==> src/rtl/iomux_seq.sv <==
// Break-before-make pad function sequencer: holds changing pads' output enable low while their function mux switches.
// Optional configuration lock (lock/err ports) is built when IOMUX_SEQ_LOCK_EN is defined.
module iomux_seq #(
  parameter int          SETTLE_CYCLES = 4,
  parameter logic [21:0] RESET_FN      = 22'h0
) (
  input  logic        clk,
  input  logic        arstn,
  input  logic        req_valid,
  output logic        req_ready,
  input  logic [21:0] req_fn,
  input  logic [21:0] req_oe,
  output logic [21:0] gpio_fn,
  output logic [21:0] gpio_oe,
  output logic [21:0] pad_hold,
  output logic        busy,
  output logic        done
`ifdef IOMUX_SEQ_LOCK_EN
  ,
  input  logic        lock,
  output logic        err
`endif
);

  typedef enum logic [1:0] {
    S_IDLE   = 2'd0,
    S_HOLD   = 2'd1,
    S_SWITCH = 2'd2,
    S_APPLY  = 2'd3
  } state_t;

  localparam logic [7:0] CNT_LOAD = 8'(SETTLE_CYCLES - 1);

  state_t      state_q, state_d;
  logic [7:0]  cnt_q, cnt_d;
  logic [21:0] fn_cap_q, fn_cap_d;
  logic [21:0] oe_cap_q, oe_cap_d;
  logic [21:0] gpio_fn_q, gpio_fn_d;
  logic [21:0] gpio_oe_q, gpio_oe_d;
  logic [21:0] pad_hold_q, pad_hold_d;
  logic        done_q, done_d;
  logic [21:0] chg_s;
  logic        accept_s;
  logic        lock_s;

`ifdef IOMUX_SEQ_LOCK_EN
  logic err_q, err_d;
  assign lock_s = lock;
  assign err    = err_q;
`else
  assign lock_s = 1'b0;
`endif

  assign accept_s  = req_valid && (state_q == S_IDLE);
  assign chg_s     = req_fn ^ gpio_fn_q;
  assign req_ready = (state_q == S_IDLE);
  assign busy      = (state_q != S_IDLE);
  assign gpio_fn   = gpio_fn_q;
  assign gpio_oe   = gpio_oe_q;
  assign pad_hold  = pad_hold_q;
  assign done      = done_q;

  // Next-state and datapath updates for the hold/switch/apply sequence.
  always_comb begin
    state_d    = state_q;
    cnt_d      = cnt_q;
    fn_cap_d   = fn_cap_q;
    oe_cap_d   = oe_cap_q;
    gpio_fn_d  = gpio_fn_q;
    gpio_oe_d  = gpio_oe_q;
    pad_hold_d = pad_hold_q;
    done_d     = 1'b0;
`ifdef IOMUX_SEQ_LOCK_EN
    err_d      = 1'b0;
`endif
    case (state_q)
      S_IDLE: begin
        if (accept_s) begin
          if (lock_s) begin
`ifdef IOMUX_SEQ_LOCK_EN
            err_d = 1'b1;
`endif
            state_d = S_IDLE;
          end else begin
            fn_cap_d = req_fn;
            oe_cap_d = req_oe;
            // Only pads whose function actually changes are held off.
            if (chg_s != 22'd0) begin
              pad_hold_d = chg_s;
              cnt_d      = CNT_LOAD;
              state_d    = S_HOLD;
            end else begin
              state_d = S_APPLY;
            end
          end
        end else begin
          state_d = S_IDLE;
        end
      end
      S_HOLD: begin
        if (cnt_q == 8'd0) begin
          gpio_fn_d = fn_cap_q;
          state_d   = S_SWITCH;
        end else begin
          cnt_d = cnt_q - 8'd1;
        end
      end
      S_SWITCH: begin
        state_d = S_APPLY;
      end
      S_APPLY: begin
        gpio_oe_d  = oe_cap_q;
        pad_hold_d = 22'd0;
        done_d     = 1'b1;
        state_d    = S_IDLE;
      end
      default: begin
        state_d = S_IDLE;
      end
    endcase
  end

  // State and datapath registers.
  always_ff @(posedge clk or negedge arstn) begin
    if (!arstn) begin
      state_q    <= S_IDLE;
      cnt_q      <= 8'd0;
      fn_cap_q   <= 22'd0;
      oe_cap_q   <= 22'd0;
      gpio_fn_q  <= RESET_FN;
      gpio_oe_q  <= 22'd0;
      pad_hold_q <= 22'd0;
      done_q     <= 1'b0;
    end else begin
      state_q    <= state_d;
      cnt_q      <= cnt_d;
      fn_cap_q   <= fn_cap_d;
      oe_cap_q   <= oe_cap_d;
      gpio_fn_q  <= gpio_fn_d;
      gpio_oe_q  <= gpio_oe_d;
      pad_hold_q <= pad_hold_d;
      done_q     <= done_d;
    end
  end

`ifdef IOMUX_SEQ_LOCK_EN
  // Rejection pulse register.
  always_ff @(posedge clk or negedge arstn) begin
    if (!arstn) begin
      err_q <= 1'b0;
    end else begin
      err_q <= err_d;
    end
  end
`endif

endmodule

==> config.mk <==
export PLATFORM = sky130hd
export DESIGN_NAME = iomux_seq
export DESIGN_NICKNAME = d
export VERILOG_FILES = /design/src/rtl/iomux_seq.sv
export SDC_FILE = /design/constraint.sdc
export NUM_CORES = 1
export LEC_CHECK = 0
export BUFFER_PORTS_ARGS = -buffer_cell sky130_fd_sc_hd__buf_4
export CAP_MARGIN = 20
export CORE_MARGIN = 2
export CORE_UTILIZATION = 40
export CTS_CLUSTER_SIZE = 10
export DETAILED_ROUTE_END_ITERATION = 8
export SETUP_SLACK_MARGIN = 0.02
export SLEW_MARGIN = 20
export SYNTH_ARGS = -nofsm -noshare
export SYNTH_HDL_FRONTEND = slang
export SYNTH_SLANG_ARGS = --single-unit
==> constraint.sdc <==
create_clock -name clk -period 2 [get_ports clk]
set_input_delay 0.2 -clock clk [delete_from_list [all_inputs] [get_ports clk]]
set_output_delay 0.2 -clock clk [all_outputs]
set_load 0.02 [all_outputs]
==> metrics.txt, run 1 <==
HP Class in2reg; H-tree depth 4; Cell Chain, Critical Path xor2_2 -> or4_4 -> or3_4 -> o21ai_4 -> mux2_4; power per cell area about 1600 nW/um2; Placed Area 6560 um2; status complete, but fails checks; Routability Congestion slightly below 0.8; gr ovfl total 0; Die Span Y 119 um; final setup fails 8; Max IR drop VDD roughly 0.77 mV; root buffer cell clkbuf_16; antenna viol nets, final 0; syn_nets between 400 and 500; Area growth syn-to-layout 39.0%; part of the cycle the worst path needs 105%; die width 119 um; Initial Utilization 41.3%; number of buffers created by CTS 17; Combinational Power Share 37.0%; worst slew pin tran 0.611 ns; Sw Ratio 32.4%; Die ar. 14100 um2; reg2reg start gpio_fn[7]; Worst Setup End Kind flip-flop; diode count 0; first-pass GRT wire length 19800 um; CP Max Fanout 2; number of placed cells counting well taps approximately 700; Avg Cell Area, Syn 13.2 um2; DR WL/cell 16.1 um; most frequent cells in the layout buf_4, dfrtp_1, mux2_2; hpwl dp approximately 8300 um; Buffers on Ports 115; library cells used by synthesis 39; Gate Count Post-Synth between 300 and 400; io pins 116; power share of the sequential group 35.2%; Internal about 7.8 mW; clock sinks 121; largest net degree at the start of global routing 51; Crit Path Class reg2reg; CTS tree done; number of antenna violations at the first check in global routing 0; DRC 0; failing checks setup timing; CP bufs+invs 0; setup ws final -0.102 ns; CP required 2.29 ns; NetSw 3.73 mW; WL final 11800 um; total global-route track usage between 10% and 20%; final instance area 7300 um2; total power 11.5 mW; vias in the first global route slightly below 4k; Final min period 2.10 ns; fraction of layout cells with a size suffix above 1 51.4%; Post-Route Utilization 57.3%; Hold WS 0.0204 ns; worst reg2reg setup slack -0.10 ns; sequential element share of the synthesized area around 58%; Setup Skew 0.00530 ns; Clock Power Share between 20 and 30%; Crit-path slowest cell or4_4; clk_lat worst skew 0.41 ns; FF+latch count, synth between 100 and 150; FILL cells 1116; Worst-path clk slew 0.06 ns; row cnt 41; RSZ-0062 raised after global routing yes; Core Area between 10000 and 15000 um2; Setup crit start gpio_fn[7]; hold path startpoint req_oe[10]; Max Cap Viol 0; Arrival @ worst endpoint 2.40 ns; Syn. warnings 0; Slowest Stage Delay on Critical Path ~0.53 ns; final hold vios 0; Fmax achieved 476 MHz; Final Instance Count excl. Fillers 730; Cell Area, Synth 5250 um2; Max Slew Vio Count 0; 1st-iter DRT viols 215; Nets 598; Static Leakage 3.47 nW; CTS max path bufs 2; detailed-route via count roughly 3.6k; crit start category flip-flop; slew margin rel. roughly 59%; most common cell after layout, fill and taps aside buf_4; CP top delay family simple AND/OR/NAND/NOR gates; post-DR vias/cell approximately 4.9; DRT Pass-1 Iters 4
## power groups by stage
stage	registers [mW]	clock network, mW	logic, mW
detailed placement	4.10	0	4.22
global placement	4.03	0	4.15
global route	4.20	3.39	4.63
CTS	4.07	3.27	4.25
floorplan	4.60	0	1.94
finish	4.06	3.20	4.26
## worst paths after layout
check / endpoint / cells after the start
max in group asynchronous: fn_cap_q[6] / 3
max reg2reg: cnt_q[0] / 5
min in group asynchronous: fn_cap_q[7] / 2
min reg2reg: oe_cap_q[7] / 1
max: cnt_q[0] / 5
min: oe_cap_q[10] / 2
## logic make-up (layout without fill, tap and decap cells)
family                   after synthesis  count (layout)  share of synthesized area (%)
flip-flops                           121             121                           57.7
multiplexers                         108             108                           22.7
AND/OR/NAND/NOR                       89              89                           8.84
AO/OA/AOI/OAI                         27              27                           3.65
buffers and inverters                 25             185                           1.98
XOR/XNOR                              22              22                           3.67
adder cells (fa/ha/maj)                6               6                           1.43
## registers in the layout, summed over array words and instances (netlist names)
signal and cells:
state_q 2, gpio_oe 22, done 1, fn_cap_q 22, pad_hold 22, gpio_fn 22, oe_cap_q 22, cnt_q 8
## what timing repair did
action                     CTS  global route
gates cloned                 0             0
setup endpoints to repair   30            32
hold endpoints to repair    34             0
hold buffers                 1             0
buffers inserted             0             1
resized for setup            6            11
pin swaps                    0             7
## cells in the mapped netlist (all sizes together)
| cell type | count | area (um2) |
|---|---|---|
| nand3b | 1 | 7.51 |
| o211ai | 7 | 57.6 |
| or4 | 2 | 15.0 |
| buf | 6 | 32.5 |
| a31oi | 1 | 6.26 |
| a21oi | 3 | 15.0 |
| or3 | 4 | 25.0 |
| xor2 | 18 | 158 |
| a22o | 1 | 8.76 |
| nor2 | 7 | 26.3 |
| a32oi | 2 | 17.5 |
| a21o | 1 | 7.51 |
| or2 | 1 | 6.26 |
| nor4 | 3 | 18.8 |
| nand2b | 21 | 131 |
| nor4b | 1 | 8.76 |
| nor2b | 1 | 6.26 |
| o2bb2ai | 4 | 35.0 |
| and4 | 2 | 17.5 |
| and4b | 1 | 10.0 |
| or2b | 1 | 7.51 |
| clkbuf | 12 | 45.0 |
| ha | 6 | 75.1 |
| nand4 | 2 | 12.5 |
| nand2 | 33 | 124 |
| nand3 | 4 | 20.0 |
| dfrtp | 121 | 3030 |
| xnor2 | 4 | 35.0 |
| inv | 7 | 26.3 |
| mux2i | 18 | 180 |
| o21ai | 8 | 43.8 |
| mux2 | 90 | 1010 |
| and2 | 2 | 12.5 |
| nor3 | 3 | 15.0 |
## worst register-to-register path, stage by stage (launching register included)
cell and delay [ns]:
dfrtp_2 0.41, xor2_2 0.15, or4_4 0.53, or3_4 0.41, o21ai_4 0.17, mux2_4 0.32
## metal layers
metal	up-vias	track usage [%]	part of all wire, %
met5	-	0	0
li1	1687	-	-
met3	13	6.76	6.1
met1	1788	22.6	43
met4	0	6.70	1.2
met2	89	28.7	49
## area by class of cell
class	count	area, um2	area share (%)
clock inverter	13	175	2.40
sequential	121	3030	41.6
multi-input combinational	252	2220	30.4
timing repair buffer	146	1180	16.1
tap	172	215	2.95
inverter	7	26.3	0.360
clock buffer	19	453	6.21
## through the flow
stage	setup slack (ns)	setup TNS (ns)
after global placement	-0.127	-1.08
after floorplan	-0.207	-0.417
after CTS	-0.128	-0.594
after detailed placement	-0.171	-0.972
final	-0.102	-0.495
after global routing	-0.161	-2.70
(Power assumes the default switching activity.)
==> run 2: changes to the inputs <==
--- a/config.mk
+++ b/config.mk
@@ -5,12 +5,14 @@
 export SDC_FILE = /design/constraint.sdc
 export NUM_CORES = 1
 export LEC_CHECK = 0
+export ABC_AREA = 1
 export BUFFER_PORTS_ARGS = -buffer_cell sky130_fd_sc_hd__buf_4
 export CAP_MARGIN = 20
 export CORE_MARGIN = 2
 export CORE_UTILIZATION = 40
 export CTS_CLUSTER_SIZE = 10
 export DETAILED_ROUTE_END_ITERATION = 8
+export GPL_TIMING_DRIVEN = 0
 export SETUP_SLACK_MARGIN = 0.02
 export SLEW_MARGIN = 20
 export SYNTH_ARGS = -nofsm -noshare
==> metrics.txt, run 2 <==
status completed; Cell Area, Synth 5360 um2 (+2.0%); number of buffers created by CTS 17 (unchanged); CP required 2.30 ns (about the same); Core Area 13100 um2 (+3.3%); WL final 14100 um (+20%); final hold vios 0 (unchanged); Worst Setup End Kind flip-flop; number of antenna violations at the first check in global routing 0 (unchanged); Initial Utilization 40.8% (-0.49 points); clk_lat worst skew 0.42 ns (about the same); HP Class in2reg; die width 120 um (+0.97%); syn_nets 717 (+59%); final instance area 7310 um2 (+0.21%); vias in the first global route 4617 (+19%); Synth top area share 56.5% (-1.1 points); Max Slew Vio Count 0 (unchanged); most common cell in the netlist nand2_1; part of the cycle the worst path needs 93.3% (-12 points); setup ws final 0.134 ns (+0.237 ns); Arrival @ worst endpoint 2.17 ns (-0.23 ns); fraction of layout cells with a size suffix above 1 20.9% (-31 points); length in cells of the worst reg-to-reg path 9 (+4); Area growth syn-to-layout 36.5%; Final min period 1.87 ns (-0.237 ns); DR WL/cell 13.9 um (-14%); power per cell area 1670 nW/um2 (+6.1%); Hold WS 0.0196 ns (-0.000854 ns); Avg Cell Area, Syn 8.06 um2 (-39%); sequential element share of the synthesized area 56.5% (-1.1 points); Die ar. 14300 um2 (+2.0%); RSZ-0062 raised after global routing yes; CTS tree done; io pins 116 (unchanged); Setup crit start state_q[1]; Max Cap Viol 0 (unchanged); Synth top cells by count nand2_1, dfrtp_1, inv_1, nand3_1, nor2_1; library cells used by synthesis 24 (-38%); pre-CTS setup slack -0.297 ns (-0.127 ns); gr ovfl total 0 (unchanged); DRT Pass-1 Iters 6 (+2); Fmax achieved 536 MHz (+13%); Worst-path clk slew 0.05 ns (about the same); clock sinks 121 (unchanged); worst reg2reg setup slack 0.13 ns (+0.24 ns); slew margin rel. 59.2% (+0.29 points); area of the multi-input gates 2020 um2 (-9.0%); Gate Count Post-Synth 664 (+67%); post-DR vias/cell 4.69 (-4.3%); Syn. warnings 0 (unchanged); EDFF count, synth 0 (unchanged); reg2reg start state_q[1]; Die Span Y 120 um (+0.97%); root buffer cell clkbuf_16; area leader, netlist dfrtp_1; Synth area leaders dfrtp_1, nand2_1, inv_1; final setup fails 0 (-8); total global-route track usage 20.8% (+2.7 points); register area 3030 um2 (-0.17%); Buffers on Ports 115 (unchanged); most common cell after layout, fill and taps aside nand2_1; Routability Congestion 0.829 (+4.3%); CP endpoint cnt_q[0]; Nets 880 (+47%); largest net degree at the start of global routing 75 (+47%); row cnt 42 (+2.4%); 1st-iter DRT viols 263 (+22%); Max IR drop VDD 0.798 mV (+4.2%); H-tree depth 4 (unchanged); Placed Area 6470 um2 (-1.4%); hpwl dp 9820 um (+19%); Async SR Flop Fraction 100% (unchanged); detailed-route via count 4759 (+33%); DRC 0 (unchanged); FF+latch count, synth 121 (unchanged); first-pass GRT wire length 23100 um (+17%); Static Leakage 3.98 nW (+15%); antenna viol nets, final 0 (unchanged); CTS max path bufs 2 (unchanged); CP Max Fanout 7 (+5); Crit Path Class reg2reg; Primary FF master, synth dfrtp_1; worst slew pin tran 0.612 ns (+0.000409 ns); diode count 0 (unchanged); most frequent cells in the layout nand2_1, dfrtp_1, buf_4; FILL cells 1236 (+11%); Setup Skew 0.00709 ns (+0.00179 ns); Reg-to-Reg End cnt_q[0]; crit start category flip-flop
==> run 2: changes by cell type in the layout (fill, tap and decap cells not counted), moves of 8 or more <==
cell	before	now
nand2_1	33	322
mux2_2	88	0
inv_1	7	47
nand3_1	4	34
dlygate4sd3_1	1	26
nor2_1	7	32
o21ai_0	6	31
nand2b_1	21	0
buf_4	138	120
mux2i_1	18	0
clkbuf_1	0	15
a21oi_1	2	14
xor2_1	17	9
==> run 2: worst min-delay path by stage <==
stage | start | end | depth (start not counted) | slack, ns
after floorplan | arstn | cnt_q[0] | 0 | -0.1
after global placement | req_oe[17] | oe_cap_q[17] | 3 | 0.40
after detailed placement | arstn | gpio_fn[15] | 1 | 0.17
after CTS | req_fn[7] | fn_cap_q[7] | 3 | 0.001
after global routing | req_fn[14] | fn_cap_q[14] | 3 | 0.02
final | req_fn[8] | fn_cap_q[8] | 3 | 0.02
==> run 2: metrics by stage <==
stage	cells	utilization, %	total power [mW]	TNS, ns
after global placement	955	49.0	9.22	-3.40
after detailed placement	956	49.2	9.38	-5.77
after CTS	1012	55.4	12.3	0
after floorplan	664	-	7.35	0
final	1015	55.6	12.2	0
after global routing	1015	55.6	13.1	0
==> run 2: layer usage <==
| layer | vias to the layer above | share of wire (%) | GRT usage (%) |
|---|---|---|---|
| met1 | 2244 | 45 | 26.8 |
| met3 | 22 | 6.1 | 5.99 |
| met5 | - | 0 | 0 |
| li1 | 2369 | - | - |
| met4 | 0 | 1.6 | 7.35 |
| met2 | 124 | 48 | 33.5 |
==> run 2: what timing repair did <==
item	4_1_cts	5_1_grt
buffers inserted	0	3
cloned	0	0
hold endpoints to repair	72	0
pin swaps	1	2
setup endpoints to repair	49	44
hold buffers	26	0
resized for setup	8	2
==> run 2: final cells by class <==
type	instances	share of cell area (%)
multi-input combinational	466	27.6
buffer	26	1.93
clock buffer	22	6.35
tap	176	3.01
inverter	50	2.57
clock inverter	9	1.03
sequential	121	41.4
timing repair buffer	145	16.1
==> run 2: critical path: stages (launching register included) <==
cell and delay (ns):
dfrtp_1 0.41, inv_1 0.10, ha_2 0.26, inv_2 0.11
nor4_4 0.36, buf_4 0.19, nor2_4 0.04, buf_4 0.16
nand3_1 0.07, nand2_1 0.06
==> run 2: report_power, final <==
group / total, mW / switching, mW / internal [mW]
sequential: 4.35 / 0.759 / 3.59
combinational: 5.11 / 3.13 / 1.97
clock: 2.78 / 1.04 / 1.75
total: 12.2 / 4.93 / 7.31
==> run 2: cell families (layout without fill, tap and decap cells) <==
kind of cell             after synthesis  count (layout)  synth area share, %
flip-flops                           121             121                 56.5
AND/OR/NAND/NOR                      402             402                 29.9
AO/OA/AOI/OAI                         49              49                 4.58
buffers and inverters                 77             252                 6.10
adder cells (fa/ha/maj)                6               6                 1.40
XOR/XNOR                               9               9                 1.47
